`config.mk`:
```
export PLATFORM = sky130hd
export DESIGN_NAME = c_merge4_cache
export DESIGN_NICKNAME = d
export VERILOG_FILES = /design/src/rtl/cache_ctrl_pkg.sv /design/src/rtl/c_rr_arb4.sv /design/src/rtl/c_merge4_cache.sv
export SDC_FILE = /design/constraint.sdc
export NUM_CORES = 1
export LEC_CHECK = 0
export ABC_CLOCK_PERIOD_IN_PS = 2900
export CAP_MARGIN = 20
export CORE_MARGIN = 3
export CORE_UTILIZATION = 30
export DETAILED_ROUTE_END_ITERATION = 8
export DONT_BUFFER_PORTS = 1
export SKIP_LAST_GASP = 1
export SLEW_MARGIN = 30
export SYNTH_ARGS = -nofsm -noshare
export SYNTH_HDL_FRONTEND = slang
export SYNTH_SLANG_ARGS = --single-unit
```
`constraint.sdc`:
```
create_clock -name clk -period 2.9 [get_ports clk]
set_input_delay 0.58 -clock clk [delete_from_list [all_inputs] [get_ports clk]]
set_output_delay 0.58 -clock clk [all_outputs]
set_load 0.05 [all_outputs]
```
`src/rtl/cache_ctrl_pkg.sv`:
```
// ---------------------------------------------------------------------------
// cache_ctrl_pkg
//   Shared definitions for the cache control merge/select handshake blocks.
//   Contents:
//     NBR       - number of upstream branches joined by a merge
//     state_t   - merge FSM states (idle, delay countdown, wait for free)
//     rr_pick4  - round-robin pick over a 4-bit pending vector
// ---------------------------------------------------------------------------
package cache_ctrl_pkg;

  localparam int NBR = 4;

  typedef enum logic [1:0] {
    ST_IDLE      = 2'd0,
    ST_DELAY     = 2'd1,
    ST_WAIT_FREE = 2'd2
  } state_t;

  // Scan last+1, last+2, last+3, last (mod 4) and return the first pending
  // index. The loop runs backwards so the nearest candidate overwrites the
  // farther ones. With nothing pending the result is just `last`, which the
  // caller ignores because it only loads a grant when pend is non-zero.
  function automatic logic [1:0] rr_pick4(input logic [3:0] pend,
                                          input logic [1:0] last);
    logic [1:0] idx;
    rr_pick4 = last;
    for (int i = 4; i >= 1; i--) begin
      idx = last + 2'(i);
      if (pend[idx]) rr_pick4 = idx;
    end
  endfunction

endpackage

```
`src/rtl/c_rr_arb4.sv`:
```
// ---------------------------------------------------------------------------
// c_rr_arb4
//   Round-robin pick for four requesters plus the register holding the most
//   recent winner. The pick is purely combinational; `last` only moves when
//   the owner accepts the pick.
// Ports:
//   clk     in   1  rising-edge clock
//   rst     in   1  synchronous active-low reset (last returns to 3)
//   pend    in   4  pending request vector
//   update  in   1  pick is being granted this cycle, remember it
//   pick    out  2  index of the next winner after `last`
// ---------------------------------------------------------------------------
module c_rr_arb4
  import cache_ctrl_pkg::*;
(
  input  logic           clk,
  input  logic           rst,
  input  logic [NBR-1:0] pend,
  input  logic           update,
  output logic [1:0]     pick
);

  logic [1:0] last;

  assign pick = rr_pick4(pend, last);

  // Last starts at 3 so branch 0 is the first winner out of reset.
  always_ff @(posedge clk) begin
    if (!rst) begin
      last <= 2'd3;
    end else if (update) begin
      last <= pick;
    end
  end

endmodule

```
`src/rtl/c_merge4_cache.sv`:
```
// ---------------------------------------------------------------------------
// c_merge4_cache
//   4-to-1 merge for the cache control drive/free handshake. Tokens from four
//   lookup branches are latched as pending, granted one at a time in
//   round-robin order, forwarded downstream DELAY cycles after the grant, and
//   the winning branch gets a free pulse once downstream frees the token.
// Parameters:
//   DELAY        cycles from o_fire to o_driveNext, legal range 1..15
// Ports:
//   clk          in   1  rising-edge clock
//   rst          in   1  synchronous active-low reset
//   i_drive      in   4  one-cycle token pulse per branch
//   o_free       out  4  one-cycle pulse: branch token consumed downstream
//   o_fire       out  1  one-cycle pulse: a token was granted
//   o_sel        out  2  current grant index, held until the free pulse
//   o_grant      out  4  one-hot grant while busy, 0 when idle
//   o_driveNext  out  1  one-cycle drive pulse to downstream
//   i_freeNext   in   1  one-cycle pulse from downstream: token consumed
//   o_busy       out  1  high from o_fire through the wait for free
//   o_overflow   out  1  sticky: a token arrived on an already-pending branch
// ---------------------------------------------------------------------------
module c_merge4_cache
  import cache_ctrl_pkg::*;
#(
  parameter int DELAY = 4
) (
  input  logic           clk,
  input  logic           rst,
  input  logic [NBR-1:0] i_drive,
  output logic [NBR-1:0] o_free,
  output logic           o_fire,
  output logic [1:0]     o_sel,
  output logic [NBR-1:0] o_grant,
  output logic           o_driveNext,
  input  logic           i_freeNext,
  output logic           o_busy,
  output logic           o_overflow
);

  state_t         state;
  logic [3:0]     cnt;
  logic [NBR-1:0] pend;
  logic [NBR-1:0] pend_clr;
  logic [1:0]     pick;
  logic           take;

  // A grant is taken whenever the merge is idle with anything pending.
  assign take = (state == ST_IDLE) && (|pend);

  // The granted branch is released in the same cycle that its free pulse is
  // registered, so the clear mask is the live one-hot grant.
  assign pend_clr = (state == ST_WAIT_FREE && i_freeNext) ? o_grant : '0;

  c_rr_arb4 u_arb (
    .clk    (clk),
    .rst    (rst),
    .pend   (pend),
    .update (take),
    .pick   (pick)
  );

  // Pending latches. A new token beats a simultaneous release so a branch
  // that re-drives right as it is freed is not lost. A token landing on a
  // branch that stays pending is dropped and flagged as overflow.
  always_ff @(posedge clk) begin
    if (!rst) begin
      pend       <= '0;
      o_overflow <= 1'b0;
    end else begin
      pend <= (pend & ~pend_clr) | i_drive;
      if (|(i_drive & pend & ~pend_clr)) begin
        o_overflow <= 1'b1;
      end
    end
  end

  // Merge FSM. All handshake outputs are registered; pulses default low and
  // are raised for one cycle on the relevant transition. Downstream frees are
  // only honoured while waiting for one.
  always_ff @(posedge clk) begin
    if (!rst) begin
      state       <= ST_IDLE;
      cnt         <= 4'd0;
      o_fire      <= 1'b0;
      o_sel       <= 2'd0;
      o_grant     <= '0;
      o_busy      <= 1'b0;
      o_driveNext <= 1'b0;
      o_free      <= '0;
    end else begin
      o_fire      <= 1'b0;
      o_driveNext <= 1'b0;
      o_free      <= '0;
      case (state)
        ST_IDLE: begin
          if (take) begin
            state   <= ST_DELAY;
            o_fire  <= 1'b1;
            o_sel   <= pick;
            o_grant <= 4'b0001 << pick;
            o_busy  <= 1'b1;
            cnt     <= 4'(DELAY - 1);
          end
        end
        ST_DELAY: begin
          if (cnt == 4'd0) begin
            state       <= ST_WAIT_FREE;
            o_driveNext <= 1'b1;
          end else begin
            cnt <= cnt - 4'd1;
          end
        end
        ST_WAIT_FREE: begin
          if (i_freeNext) begin
            state   <= ST_IDLE;
            o_free  <= o_grant;
            o_grant <= '0;
            o_busy  <= 1'b0;
          end
        end
        default: begin
          state <= ST_IDLE;
        end
      endcase
    end
  end

endmodule

```
# Word level (Yosys, flattened, before mapping)
# Cells that the tools add are included.
[totals]
register_bits = 26
output_inout_bits = 14
inputBits = 7
word_cells = 70
[classes]
muxes = 25
n_lt_le_gt_ge = 3
bitwise_logic = 5
n_addsub = 4
n_reduce_logical = 15
shifts = 1
eq_ne = 6
[ops]
columns = ["operator", "count"]
rows = [
  ["2-to-1 mux 4 bit", 5],
  ["one-hot mux 4 bit (2 select lines)", 2],
  ["AND 4 bit", 3],
  ["2-to-1 mux 2 bit", 6],
  ["AND reduction 3 bit", 4],
  ["less-than comparator 2 x 3 -> 1 bit, second input constant", 3],
  ["inequality test 2 bit, second input constant", 4],
  ["OR reduction 4 bit", 2],
  ["2-to-1 mux 1 bit", 7],
  ["binary-select mux 1 bit (select 2 bit)", 3],
  ["one-hot mux 2 bit (3 select lines)", 1],
  ["AND reduction 2 bit", 3],
  ["adder 2 bit, second input constant", 2],
  ["logical NOT 4 bit", 1],
  ["NOT 4 bit", 1],
  ["bitwise OR 4 bit", 1],
  ["nonzero test 2 bit", 2],
  ["<< shifter 1 x 2 -> 4 bit, first input constant", 1],
  ["subtractor 4 x 1 -> 4 bit, second input constant", 1],
  ["adder 2 x 1 -> 2 bit, second input constant", 1],
  ["== test 2 x 1 -> 1 bit, second input constant", 1],
  ["== test 2 bit, second input constant", 1],
  ["logical AND 1 bit", 2],
  ["logical NOT 2 bit", 1],
  ["one-hot mux 1 bit (2 select lines)", 1],
]

# Depth between registers and ports, before layout
[depth]
depth_word = 9
ltp_mapped = 7
ltp_nobuf = 6

# By module
# From an unflattened synthesis, not the netlist that was laid out.
[hier_totals]
cells_unflattened = 128
area_unflattened_um2 = 1192.4
[by_module_without_submodules]
columns = ["module", "instances", "cells_each", "seq_area_each_um2", "area_each_um2"]
rows = [
  ["c_merge4_cache", 1, 106, 480.5, 1012.2],
  ["c_rr_arb4", 1, 22, 40.0, 180.2],
]

# Worst setup path after synthesis
# Ideal clock, no wire load.
[synth_timing]
path_kind = "register to register"
from = "reg cnt[0]"
to = "reg cnt[0]"
path_buffers = 1
path_stages_with_launch = 8
slack_ns = 1.457
setup_ns = 0.116
required_time_ns = 2.784
synth_period_minus_slack_ns = 1.443
arrival_ns = 1.327
cell_sequence = "dfxtp_1 > inv_1 > ha_1 > or3b_1 > clkbuf_1 > nand2_1 > nand2_1 > o211a_1"
[synth_between]
elab_chain_len = 3
elab_cells_between_ends = 6
classes_between = "add/sub: 1; eq/ne: 1; mux: 2; reduce/logical: 2"
[synth_lines]
columns = ["item", "line", "text"]
rows = [
  ["from (decl)", "c_merge4_cache.sv:41", "logic [3:0] cnt;"],
  ["from (signal assigned)", "c_merge4_cache.sv:102", "cnt <= 4'(DELAY - 1);"],
  ["from (signal assigned)", "c_merge4_cache.sv:110", "cnt <= cnt - 4'd1;"],
  ["subtractor 4 x 1 -> 4 bit or logical NOT 4 bit (tied branches)", "c_merge4_cache.sv:110, c_merge4_cache.sv:106", ""],
  ["2-to-1 mux 4 bit or inequality test 2 bit (tied branches)", "-", ""],
  ["one-hot mux 4 bit (2 select lines) or AND reduction 3 bit (tied branches)", "-", ""],
]
# Several ways; a longest one is shown, not always the timed one. The select of a mux whose other input is x is not followed.
# A chain may end at the register's enable or synchronous reset.

# Worst setup path after layout
[layout_timing]
from = "reg o_grant[3]"
to = "out o_grant[3]"
[layout_lines]
columns = ["item", "line", "text"]
rows = [
  ["from (decl)", "c_merge4_cache.sv:33", "output logic [NBR-1:0] o_grant,"],
  ["from (signal assigned)", "c_merge4_cache.sv:100", "o_grant <= 4'b0001 << pick;"],
]
# No word-level cell between the ends.

==> impl_metrics.yaml <==
outcome:
  run_status: "finished clean"
worst_setup_path:
  critPathMaxFanout: 4
  cp-start-kind: "register"
  path_class: "reg -> out"
  cp-end-kind: "primary output"
  critPathRequiredTime_ps: 2320
  crit_arrival_ps: 1040
route:
  viasPerCell: 5.31
  drtIter0Drc: 36
  firstDrtPassIters: 4
  drcViolationCount: 0
  via_count: 865
  drt-total-wl_mm: 2.24
  avgRoutedWirePerCell_microns: 13.7
  antenna_left: 0
power:
  swShare_pct: 38.5
  seqPwrFrac_pct: 59.6
  power_frac_comb_pct: 20.6
  power.density_nw_per_um2: 799
  power.switching_w: 0.000352
  ir_worst_vdd_v: 0.000169
  clockPowerShare_pct: 19.8
  p_int_w: 0.000564
  leakagePower_nw: 0.457
  p_total_w: 0.000916
global_routing:
  grt_max_degree: 17
  grt_overflow: 0
  grtUsageMet3_pct: 2.55
  met1_usage_pct: 13.2
  antenna_found_initial: 0
  grt_pass1_wl_mm: 3.68
  grt_pass1_vias: 792
  busiest_layer: "met2"
  met2_usage_pct: 17.6
  grt_use_total_pct: 10.9
cells_and_area:
  final_common_cell: "dfxtp_1"
  layout-drive-gt1-share_pct: 7.69
  final_cell_mix: "dfxtp_1 (26), a21oi_1 (12), nand2_1 (10), nor2_1 (10), nand3_1 (8)"
  fin_util_pct: 33.8
  area_growth_pct: 6.76
  n_fill_cell: 336
  final_cells: 163
  diodes: 0
  fin_area_sq_um: 1150
  nNetsFinal: 126
synthesis:
  yosysUniqueCellTypes: 37
  yosys_register_bits: 26
  syn_inst: 118
  synth_nets: 126
  seq_area_frac_synth_pct: 48.5
  synth_area_per_cell_sq_um: 9.10
  syn_area_sq_um: 1070
  synth_edf_count: 0
  yosysWarnings: 0
  synth_flop_cell: "dfxtp_1"
  synthArstFlopShare_pct: 0
clock_tree:
  cts-hold-fix-buffers: 0
  cts_tree: "done"
  path_clk_slew_ps: 140
  clock-root-buffer: "clkbuf_4"
  htree_levels: 1
  cts_buffer_depth: 2
  cts_sinks: 26
  clock_latency_ps: 320
  cts-resized-gates: 0
  cts_buffers: 3
  postCtsSetupRepairBufs: 0
placement:
  routabilityCongestion: 0.798
  numPlacedInstances: 159
  placed_area_sq_um: 1110
  dpl.hpwl_mm: 1.70
  io_buffers: 0
timing:
  setup_violations: 0
  worst_pin_slew_ps: 842
  fmax_mhz: 618
  fin_worst_skew_ps: 0.698
  maxSlewHeadroom_pct: 43.0
  period_share_pct: 55.8
  maxSlewViolCount: 0
  hold_viol_final: 0
  tns_ps: 0
  rsz0062_at_grt: "no"
  min_period_ps: 1620
floorplan:
  initial_utilization_pct: 31.7
  core_area_sq_um: 3390
  rows: 21
  die_y_microns: 65.8
  die_w_microns: 65.8
  die-area_sq_um: 4330
  top_level_ports: 21
job:
  drv_cap: 0
worst_hold_path:
  hp-class: "in -> reg"
==> power groups by stage <==
stage                     logic [W]  registers, W  clock network [W]
final                      0.000189      0.000546           0.000181
after detailed placement   0.000189      0.000555                  0
after global placement     0.000182      0.000551                  0
after CTS                  0.000190      0.000546           0.000189
after global routing       0.000212      0.000554           0.000201
after floorplan            0.000165      0.000538                  0
==> worst paths after layout <==
check / start / end / slack [ps] / cells past startpoint
setup reg to reg: cnt[0] / cnt[1] / 1350 / 6
hold / removal: rst / o_driveNext / 360 / 2
setup / recovery: o_grant[3] / o_grant[3] / 1280 / 0
hold reg to reg: cnt[3] / cnt[3] / 540 / 2
==> through the flow <==
step,hold slack (ps),setup WS (ps)
after floorplan,474,1460
after global placement,504,1410
after detailed placement,509,1370
after CTS,354,1260
after global routing,345,1230
final,364,1280
==> registers in the layout, summed over array words and instances, names as in the netlist <==
signal / flops
pend: 4
o_sel: 2
o_grant: 4
u_arb.last: 2
o_fire: 1
state: 2
o_overflow: 1
cnt: 4
o_busy: 1
o_free: 4
o_driveNext: 1
==> cell families (layout without fill, tap and decap cells) <==
family	after synthesis	after routing	share of synthesized area [%]
buf+inv	9	8	3.38
fa+ha+maj	1	1	1.17
compound gates	30	30	20.5
flops	26	26	48.5
simple gates	50	50	24.8
xor+xnor	2	2	1.63
==> routing by layer <==
layer,vias to the layer above,wire length [microns]
met5,-,0
met4,0,30
met3,2,147
met2,20,1080
met1,419,976
li1,424,-
==> Yosys cell counts (all sizes together) (2+ instances only) <==
cell type,instances,area [sq um]
a32o,2,20.0
nand2b,3,18.8
and3b,2,17.5
xor2,2,17.5
o21ai,4,20.0
nor3,2,10.0
buf,2,10.0
nor2b,2,12.5
clkbuf,3,11.3
a21oi,12,60.1
inv,3,11.3
o32ai,2,25.0
nand3,8,40.0
and3,6,37.5
nand2,11,48.8
nor2,11,43.8
o211a,2,20.0
dfxtp,26,521
nand3b,2,15.0
==> area by class of cell <==
cell class | instances | area (sq um) | share of cell area [%]
inverters | 4 | 15.0 | 1.31
flip-flops and latches | 26 | 520 | 45.4
clock buffers | 4 | 36.3 | 3.17
multi-input cells | 83 | 517 | 45.1
well taps | 46 | 57.6 | 5.02
Power figures use the tool's default switching activity.
